`config.mk`:
```
export PLATFORM = sky130hd
export DESIGN_NAME = wallace_csa_reducer
export DESIGN_NICKNAME = d
export VERILOG_FILES = /design/src/rtl/wallace_csa_reducer.sv
export SDC_FILE = /design/constraint.sdc
export NUM_CORES = 1
export LEC_CHECK = 0
export ABC_AREA = 1
export CORE_MARGIN = 4
export CORE_UTILIZATION = 45
export CTS_BUF_LIST = sky130_fd_sc_hd__clkbuf_4 sky130_fd_sc_hd__clkbuf_8 sky130_fd_sc_hd__clkbuf_16
export DETAILED_ROUTE_END_ITERATION = 10
export SLEW_MARGIN = 40
export SYNTH_ARGS = -nofsm -noshare
export SYNTH_HDL_FRONTEND = slang
export SYNTH_HIERARCHICAL = 1
export SYNTH_SLANG_ARGS = --single-unit
```
`constraint.sdc`:
```
create_clock -name clk -period 1.9 [get_ports clk]
set_clock_uncertainty 0.1 [all_clocks]
set_input_delay 0.475 -clock clk [delete_from_list [all_inputs] [get_ports clk]]
set_output_delay 0.475 -clock clk [all_outputs]
set_load 0.01 [all_outputs]
```
`src/rtl/wallace_csa_reducer.sv`:
```
// Sequential Wallace-tree reducer for a 16x16 unsigned multiply: loads 16 partial-product
// rows, applies one 3:2 carry-save layer per clock, and hands the final row pair downstream.
module wallace_csa_row #(
  parameter int W = 32
) (
  input  logic [W-1:0] i_x,
  input  logic [W-1:0] i_y,
  input  logic [W-1:0] i_z,
  output logic [W-1:0] o_s,
  output logic [W-1:0] o_c
);
  assign o_s = i_x ^ i_y ^ i_z;
  // Carry out of bit W-1 is dropped; the product never reaches 2^W.
  assign o_c = ((i_x & i_y) | (i_x & i_z) | (i_y & i_z)) << 1;
endmodule

module wallace_csa_reducer #(
  parameter int N = 16
) (
  input  logic           clk,
  input  logic           rst_n,
  input  logic           in_valid,
  output logic           in_ready,
  input  logic [N-1:0]   a,
  input  logic [N-1:0]   b,
  output logic           out_valid,
  input  logic           out_ready,
  output logic [2*N-1:0] sum_vec,
  output logic [2*N-1:0] carry_vec,
  output logic           busy
);
  localparam int W = 2 * N;
  localparam int G = N / 3;

  typedef enum logic [1:0] {IDLE, REDUCE, DONE} state_t;

  state_t              r_state, w_state_nxt;
  logic [N-1:0][W-1:0] r_row, w_nxt, w_pp;
  logic [G-1:0][W-1:0] w_s, w_c;
  logic [4:0]          r_cnt, w_cnt_nxt;
  logic                w_accept;

  genvar gi;
  generate
    for (gi = 0; gi < N; gi++) begin : g_pp
      assign w_pp[gi] = b[gi] ? (W'(a) << gi) : '0;
    end
    // Groups always sit at rows 3g..3g+2, so each CSA is hard-wired to its rows.
    for (gi = 0; gi < G; gi++) begin : g_csa
      wallace_csa_row #(.W(W)) u_csa (
        .i_x(r_row[3*gi]),
        .i_y(r_row[3*gi+1]),
        .i_z(r_row[3*gi+2]),
        .o_s(w_s[gi]),
        .o_c(w_c[gi])
      );
    end
  endgenerate

  // Pack layer results from row 0: (s,c) per full group, then leftover rows.
  always_comb begin
    w_nxt     = '0;
    w_cnt_nxt = r_cnt;
    case (r_cnt)
      5'd16: begin
        w_nxt[0] = w_s[0]; w_nxt[1] = w_c[0]; w_nxt[2] = w_s[1]; w_nxt[3] = w_c[1];
        w_nxt[4] = w_s[2]; w_nxt[5] = w_c[2]; w_nxt[6] = w_s[3]; w_nxt[7] = w_c[3];
        w_nxt[8] = w_s[4]; w_nxt[9] = w_c[4]; w_nxt[10] = r_row[15];
        w_cnt_nxt = 5'd11;
      end
      5'd11: begin
        w_nxt[0] = w_s[0]; w_nxt[1] = w_c[0]; w_nxt[2] = w_s[1]; w_nxt[3] = w_c[1];
        w_nxt[4] = w_s[2]; w_nxt[5] = w_c[2]; w_nxt[6] = r_row[9]; w_nxt[7] = r_row[10];
        w_cnt_nxt = 5'd8;
      end
      5'd8: begin
        w_nxt[0] = w_s[0]; w_nxt[1] = w_c[0]; w_nxt[2] = w_s[1]; w_nxt[3] = w_c[1];
        w_nxt[4] = r_row[6]; w_nxt[5] = r_row[7];
        w_cnt_nxt = 5'd6;
      end
      5'd6: begin
        w_nxt[0] = w_s[0]; w_nxt[1] = w_c[0]; w_nxt[2] = w_s[1]; w_nxt[3] = w_c[1];
        w_cnt_nxt = 5'd4;
      end
      5'd4: begin
        w_nxt[0] = w_s[0]; w_nxt[1] = w_c[0]; w_nxt[2] = r_row[3];
        w_cnt_nxt = 5'd3;
      end
      5'd3: begin
        w_nxt[0] = w_s[0]; w_nxt[1] = w_c[0];
        w_cnt_nxt = 5'd2;
      end
      default: begin
        w_nxt     = r_row;
        w_cnt_nxt = r_cnt;
      end
    endcase
  end

  assign in_ready = (r_state == IDLE) | ((r_state == DONE) & out_ready);
  assign w_accept = in_valid & in_ready;

  always_comb begin
    w_state_nxt = r_state;
    case (r_state)
      IDLE:    if (in_valid) w_state_nxt = REDUCE;
      REDUCE:  if (w_cnt_nxt == 5'd2) w_state_nxt = DONE;
      DONE:    if (out_ready) w_state_nxt = in_valid ? REDUCE : IDLE;
      default: w_state_nxt = IDLE;
    endcase
  end

  always_ff @(posedge clk or negedge rst_n) begin
    if (!rst_n) begin
      r_state <= IDLE;
      r_row   <= '0;
      r_cnt   <= '0;
    end else begin
      r_state <= w_state_nxt;
      if (w_accept) begin
        r_row <= w_pp;
        r_cnt <= 5'd16;
      end else if (r_state == REDUCE) begin
        r_row <= w_nxt;
        r_cnt <= w_cnt_nxt;
      end
    end
  end

  assign out_valid = (r_state == DONE);
  assign busy      = (r_state != IDLE);
  assign sum_vec   = out_valid ? r_row[0] : '0;
  assign carry_vec = out_valid ? r_row[1] : '0;
endmodule

```
# Word level (Yosys, flattened, before mapping)
# Index checks and enable logic that the tools add are counted.
[classes]
n_eq_ne = 12
muxes = 35
bitwise = 38
n_reduce_logical = 23
[ops]
columns = ["operator", "n"]
rows = [
  ["two-way mux 512 bit", 2],
  ["AND 31 bit", 15],
  ["one-hot mux 64 bit (3 select lines)", 2],
  ["XOR 32 bit", 10],
  ["bitwise OR 31 bit", 10],
  ["one-hot mux 96 bit (2 select lines)", 1],
  ["two-way mux 160 bit", 1],
  ["one-hot mux 32 bit (3 select lines)", 1],
  ["two-way mux 32 bit", 2],
  ["two-way mux 64 bit", 1],
  ["one-hot mux 32 bit (2 select lines)", 1],
  ["two-way mux 31 bit", 1],
  ["two-way mux 30 bit", 1],
  ["one-hot mux 5 bit (6 select lines)", 1],
  ["two-way mux 29 bit", 1],
  ["two-way mux 28 bit", 1],
  ["two-way mux 27 bit", 1],
  ["two-way mux 26 bit", 1],
  ["two-way mux 25 bit", 1],
  ["two-way mux 24 bit", 1],
  ["two-way mux 23 bit", 1],
  ["two-way mux 22 bit", 1],
  ["two-way mux 21 bit", 1],
  ["two-way mux 20 bit", 1],
  ["29 further kinds", 49],
]
[totals]
register_bits = 519
inputBits = 36
word_cells = 126

# Logic depth before layout (Yosys ltp)
[logic_depth]
depth_word = 6
mapped_depth = 14

# Cells and area by module
# Netlist, hierarchy kept.
[modules_own_cells]
columns = ["mod", "n_inst", "cells_per_inst", "area_per_inst_um2", "seq_area_each_um2"]
rows = [
  ["wallace_csa_reducer", 1, 2731, 20517.2, 10710.3],
  ["wallace_csa_row", 5, 42, 666.9, 0.0],
]

# Worst setup path before layout
# OpenSTA, ideal clock, no wires.
[synth_timing]
path_type = "input to register"
startpoint = "in out_ready"
endpoint = "reg r_row[268] (netlist name)"
setup_ns = 0.065
t_arrival_ns = 1.754
path_slack_ns = -0.019
path_stages = 10
path_cell_list = "nor2_1 nor2_1 buf_2 inv_1 clkbuf_1 clkbuf_1 nand2_1 o21ai_0 nand2_1 nand2_1"
[synth_between]
elab_chain_len = 5
word_cells_on_any_way = 7
classes_between = "1 x mux; 3 x bitwise; 3 x reduce/logical"
[synth_lines]
columns = ["item", "line", "text"]
rows = [
  ["from (decl)", "27", "input logic out_ready,"],
  ["AND 1 bit (*)", "100", "assign in_ready = (r_state == IDLE) | ((r_state == DONE) & out_ready);"],
  ["bitwise OR 1 bit (*)", "100", ""],
  ["AND 1 bit (*)", "101", "assign w_accept = in_valid & in_ready;"],
  ["nonzero test 3 bit (no source line) / nonzero test 2 bit (equally long branches)", "-", ""],
  ["AND reduction 2 bit (no source line)", "-", ""],
  ["to (signal assigned)", "121", "r_row <= w_pp;"],
  ["to (signal assigned)", "124", "r_row <= w_nxt;"],
  ["to (decl)", "38", "logic [N-1:0][W-1:0] r_row, w_nxt, w_pp;"],
]
# Every way passes the cells marked *; elsewhere a longest branch is shown, timed or not.
# A chain may end at the register's enable or synchronous reset.

# Final worst setup path
[layout_timing]
startpoint = "reg r_state[0]"
endpoint = "out carry_vec[25]"
[layout_between]
elab_chain_len = 2
[layout_lines]
columns = ["item", "line", "text"]
rows = [
  ["from (decl)", "37", "state_t r_state, w_state_nxt;"],
  ["from (signal assigned)", "119", "r_state <= w_state_nxt;"],
  ["== test 2 bit", "130", "assign out_valid = (r_state == DONE);"],
  ["two-way mux 32 bit", "133", "assign carry_vec = out_valid ? r_row[1] : '0;"],
  ["to (decl)", "29", "output logic [2*N-1:0] carry_vec,"],
]
# Every way passes these cells.

==> results_dict.tcl <==
set metrics [dict create \
    violations "setup timing" \
    grt_usage 0.264 \
    cp_slowest_cell "dfrtp_1" \
    fin_hold_ws_ns 0.253 \
    ant_nets 0 \
    maxCapViolCount 0 \
    seq_area_frac_synth 0.449 \
    netlist_area_mm2 0.0239 \
    routed_wl_mm 77.0 \
    power_density_mw_per_mm2 1950 \
    ys_async_sr_fraction 1.00 \
    ys_ff_latch 428 \
    cts.clk_slew.worst_paths_ns 0.06 \
    antenna_found_initial 0 \
    cts_num_sinks 428 \
    stdcell_count 3997 \
    firstDrtPassIters 5 \
    pre_cts_slack_ns -0.557 \
    ys.flop_type "dfrtp_1" \
    critPathRequiredTime_ns 1.32 \
    synth_area_leaders "dfrtp_1 (45%), nand2_1 (20%), fa_1 (13%), o21ai_0 (4.0%), o21ai_1 (3.1%)" \
    grt_max_degree 64 \
    core_region_area_mm2 0.0526 \
    drt-initial-drc-count 1560 \
    fin_crit_sh 1.19 \
    final_cell_mix "nand2_1 (1,068), dfrtp_1 (424), o21ai_0 (162)" \
    wl_per_cell_um 19.3 \
    rsz0062_at_grt "true" \
    cts_tree "yes" \
    avgViaCountPerCell 5.35 \
    critical_path_class "flip-flop to primary output" \
    synth_edf_count 0 \
    cts_made_buffers 49 \
    nFillCells 4373 \
    final_common_cell "nand2_1" \
    start_kind "flip-flop" \
    critPathMaxFanout 19 \
    die_area_mm2 0.0568 \
    slew_violations 0 \
    synth_top_area_share 0.449 \
    finalWeightedCongestion 0.866 \
    place_hpwl_mm 50.4 \
    layout_setup_ws_ns -0.359 \
    cp_cell_sequence "nor2_4 -> inv_6 -> buf_8 -> nor2_1 -> buf_2" \
    status "finished with violations" \
    cts_root_buf "clkbuf_16" \
    hold_viol_final 0 \
    final_core_util 0.613 \
    ys_types 26 \
    setup_viol 491 \
    insertion_delay_ns 0.60 \
    syn_to_final_growth_pct 35.0 \
    yosysTopAreaCell "dfrtp_1" \
    p_leak_nw 16.4 \
    cts_buffer_depth 3 \
    dp_cells 3833 \
    vdd_ir_drop_max_uv 943 \
    grt_pass1_wl_mm 120 \
    overflow 0 \
    cpPeakStageDelay_ns 0.43 \
    diodes 0 \
    die_x_um 238 \
    vias 21400 \
    yosysWarnings 6 \
    max-slew-margin-rel 0.562 \
    htree_levels 2 \
    period_minus_slack_ns 2.26 \
    syn_area_per_cell_um2 8.11 \
    io_pins 103 \
    first_global_vias 21300 \
    critical_path_arrival_ns 1.68 \
    min_path_type "primary input to asynchronous set/reset pin" \
    finalNetCount 3465 \
    drive_gt1_frac 0.246 \
    io_buffers 102 \
    die_h_um 238 \
    synth_cells 2941 \
    end_kind "primary output" \
    worst_pin_slew_ns 0.656 \
    start_util 0.454 \
    timing.fmax_mhz 443 \
    rows 84 \
    drc 0 \
]
area by class of cell:
cell class,instances,area [µm²],area share
multi-input cells,2234,13200,0.410
flip-flops and latches,428,10700,0.333
repair buffers,405,4930,0.153
clock buffers,77,1550,0.0482
well taps,688,861,0.0267
inverters,152,641,0.0199
clock inverters,9,174,0.00540
repair inverters,4,110,0.00342
stage by stage:
stage	total power [mW]	TNS, ns	cell area, µm²
floorplan	32.1	-0.298	24100
global placement	41.3	-226.66	27700
detailed placement	42.1	-218.56	27700
CTS	56.7	-64.82	30300
global route	67.3	-134.70	32200
finish	62.9	-101.03	32200
kinds of logic after synthesis:
family	Yosys count	share of synthesized area
buffers and inverters	358	0.0655
other	6	0.000944
DFF	428	0.449
AOI/OAI and AO/OA	434	0.0947
and+or+nand+nor	1560	0.260
adders and majority gates	155	0.130
synthesized netlist by cell type, drive strengths merged (6+ instances only):
cell    instances
nand3         105
o21ai         337
nand4          61
a21oi          62
nor2          142
nand2        1252
fa            155
dfrtp         428
a22oi          32
buf           118
inv           152
clkbuf         88
conb            6
state kept, by name, summed over array words and instances (netlist names):
signal and flops:
r_state 2, r_row 421, r_cnt 5
worst paths after layout:
| path | startpoint | endpoint | slack [ns] | cells after the start |
|---|---|---|---|---|
| max | r_state[0] | carry_vec[25] | -0.36 | 5 |
| min | rst_n | r_row[277] | 0.25 | 2 |
| max reg2reg | r_state[0] | r_row[33] | -0.34 | 14 |
| min reg2reg | r_row[496] | r_row[496] | 0.39 | 2 |
| max in group asynchronous | rst_n | r_row[499] | 0.71 | 3 |
| min in group clk | r_row[496] | r_row[496] | 0.39 | 2 |
repair_timing:
| action | CTS | global route |
|---|---|---|
| cloned | 22 | 21 |
| setup endpoints to repair | 487 | 493 |
| hold endpoints to repair | 171 | 0 |
| pin swaps | 8 | 58 |
| hold buffers | 1 | 0 |
| gates resized for setup | 406 | 435 |
| setup buffers | 22 | 21 |
layer usage:
metal / share of wire / routed length [µm] / global-route usage / vias to the layer above
met4: 0.026 / 2000 / 0.0732 / 0
met2: 0.47 / 36100 / 0.412 / 747
met5: 0 / 0 / 0 / -
met1: 0.43 / 33500 / 0.384 / 10600
li1: - / - / - / 9908
met3: 0.070 / 5430 / 0.0467 / 132
worst max-delay path, delay by kind of cell (launching register included):
family	cells	cell delay (ns)
DFF	1	0.43
buffers and inverters	3	0.40
and+or+nand+nor	2	0.26
report_power, final:
part           switching, mW  total, mW  internal (mW)  leakage, nW
Combinational           20.2       36.3           16.1         9.89
Clock                   3.89       10.1           6.25        0.869
Sequential              3.54       16.4           12.9         5.62
Total                   27.6       62.9           35.3         16.4
Note: power is estimated with default switching activity, not from simulation.
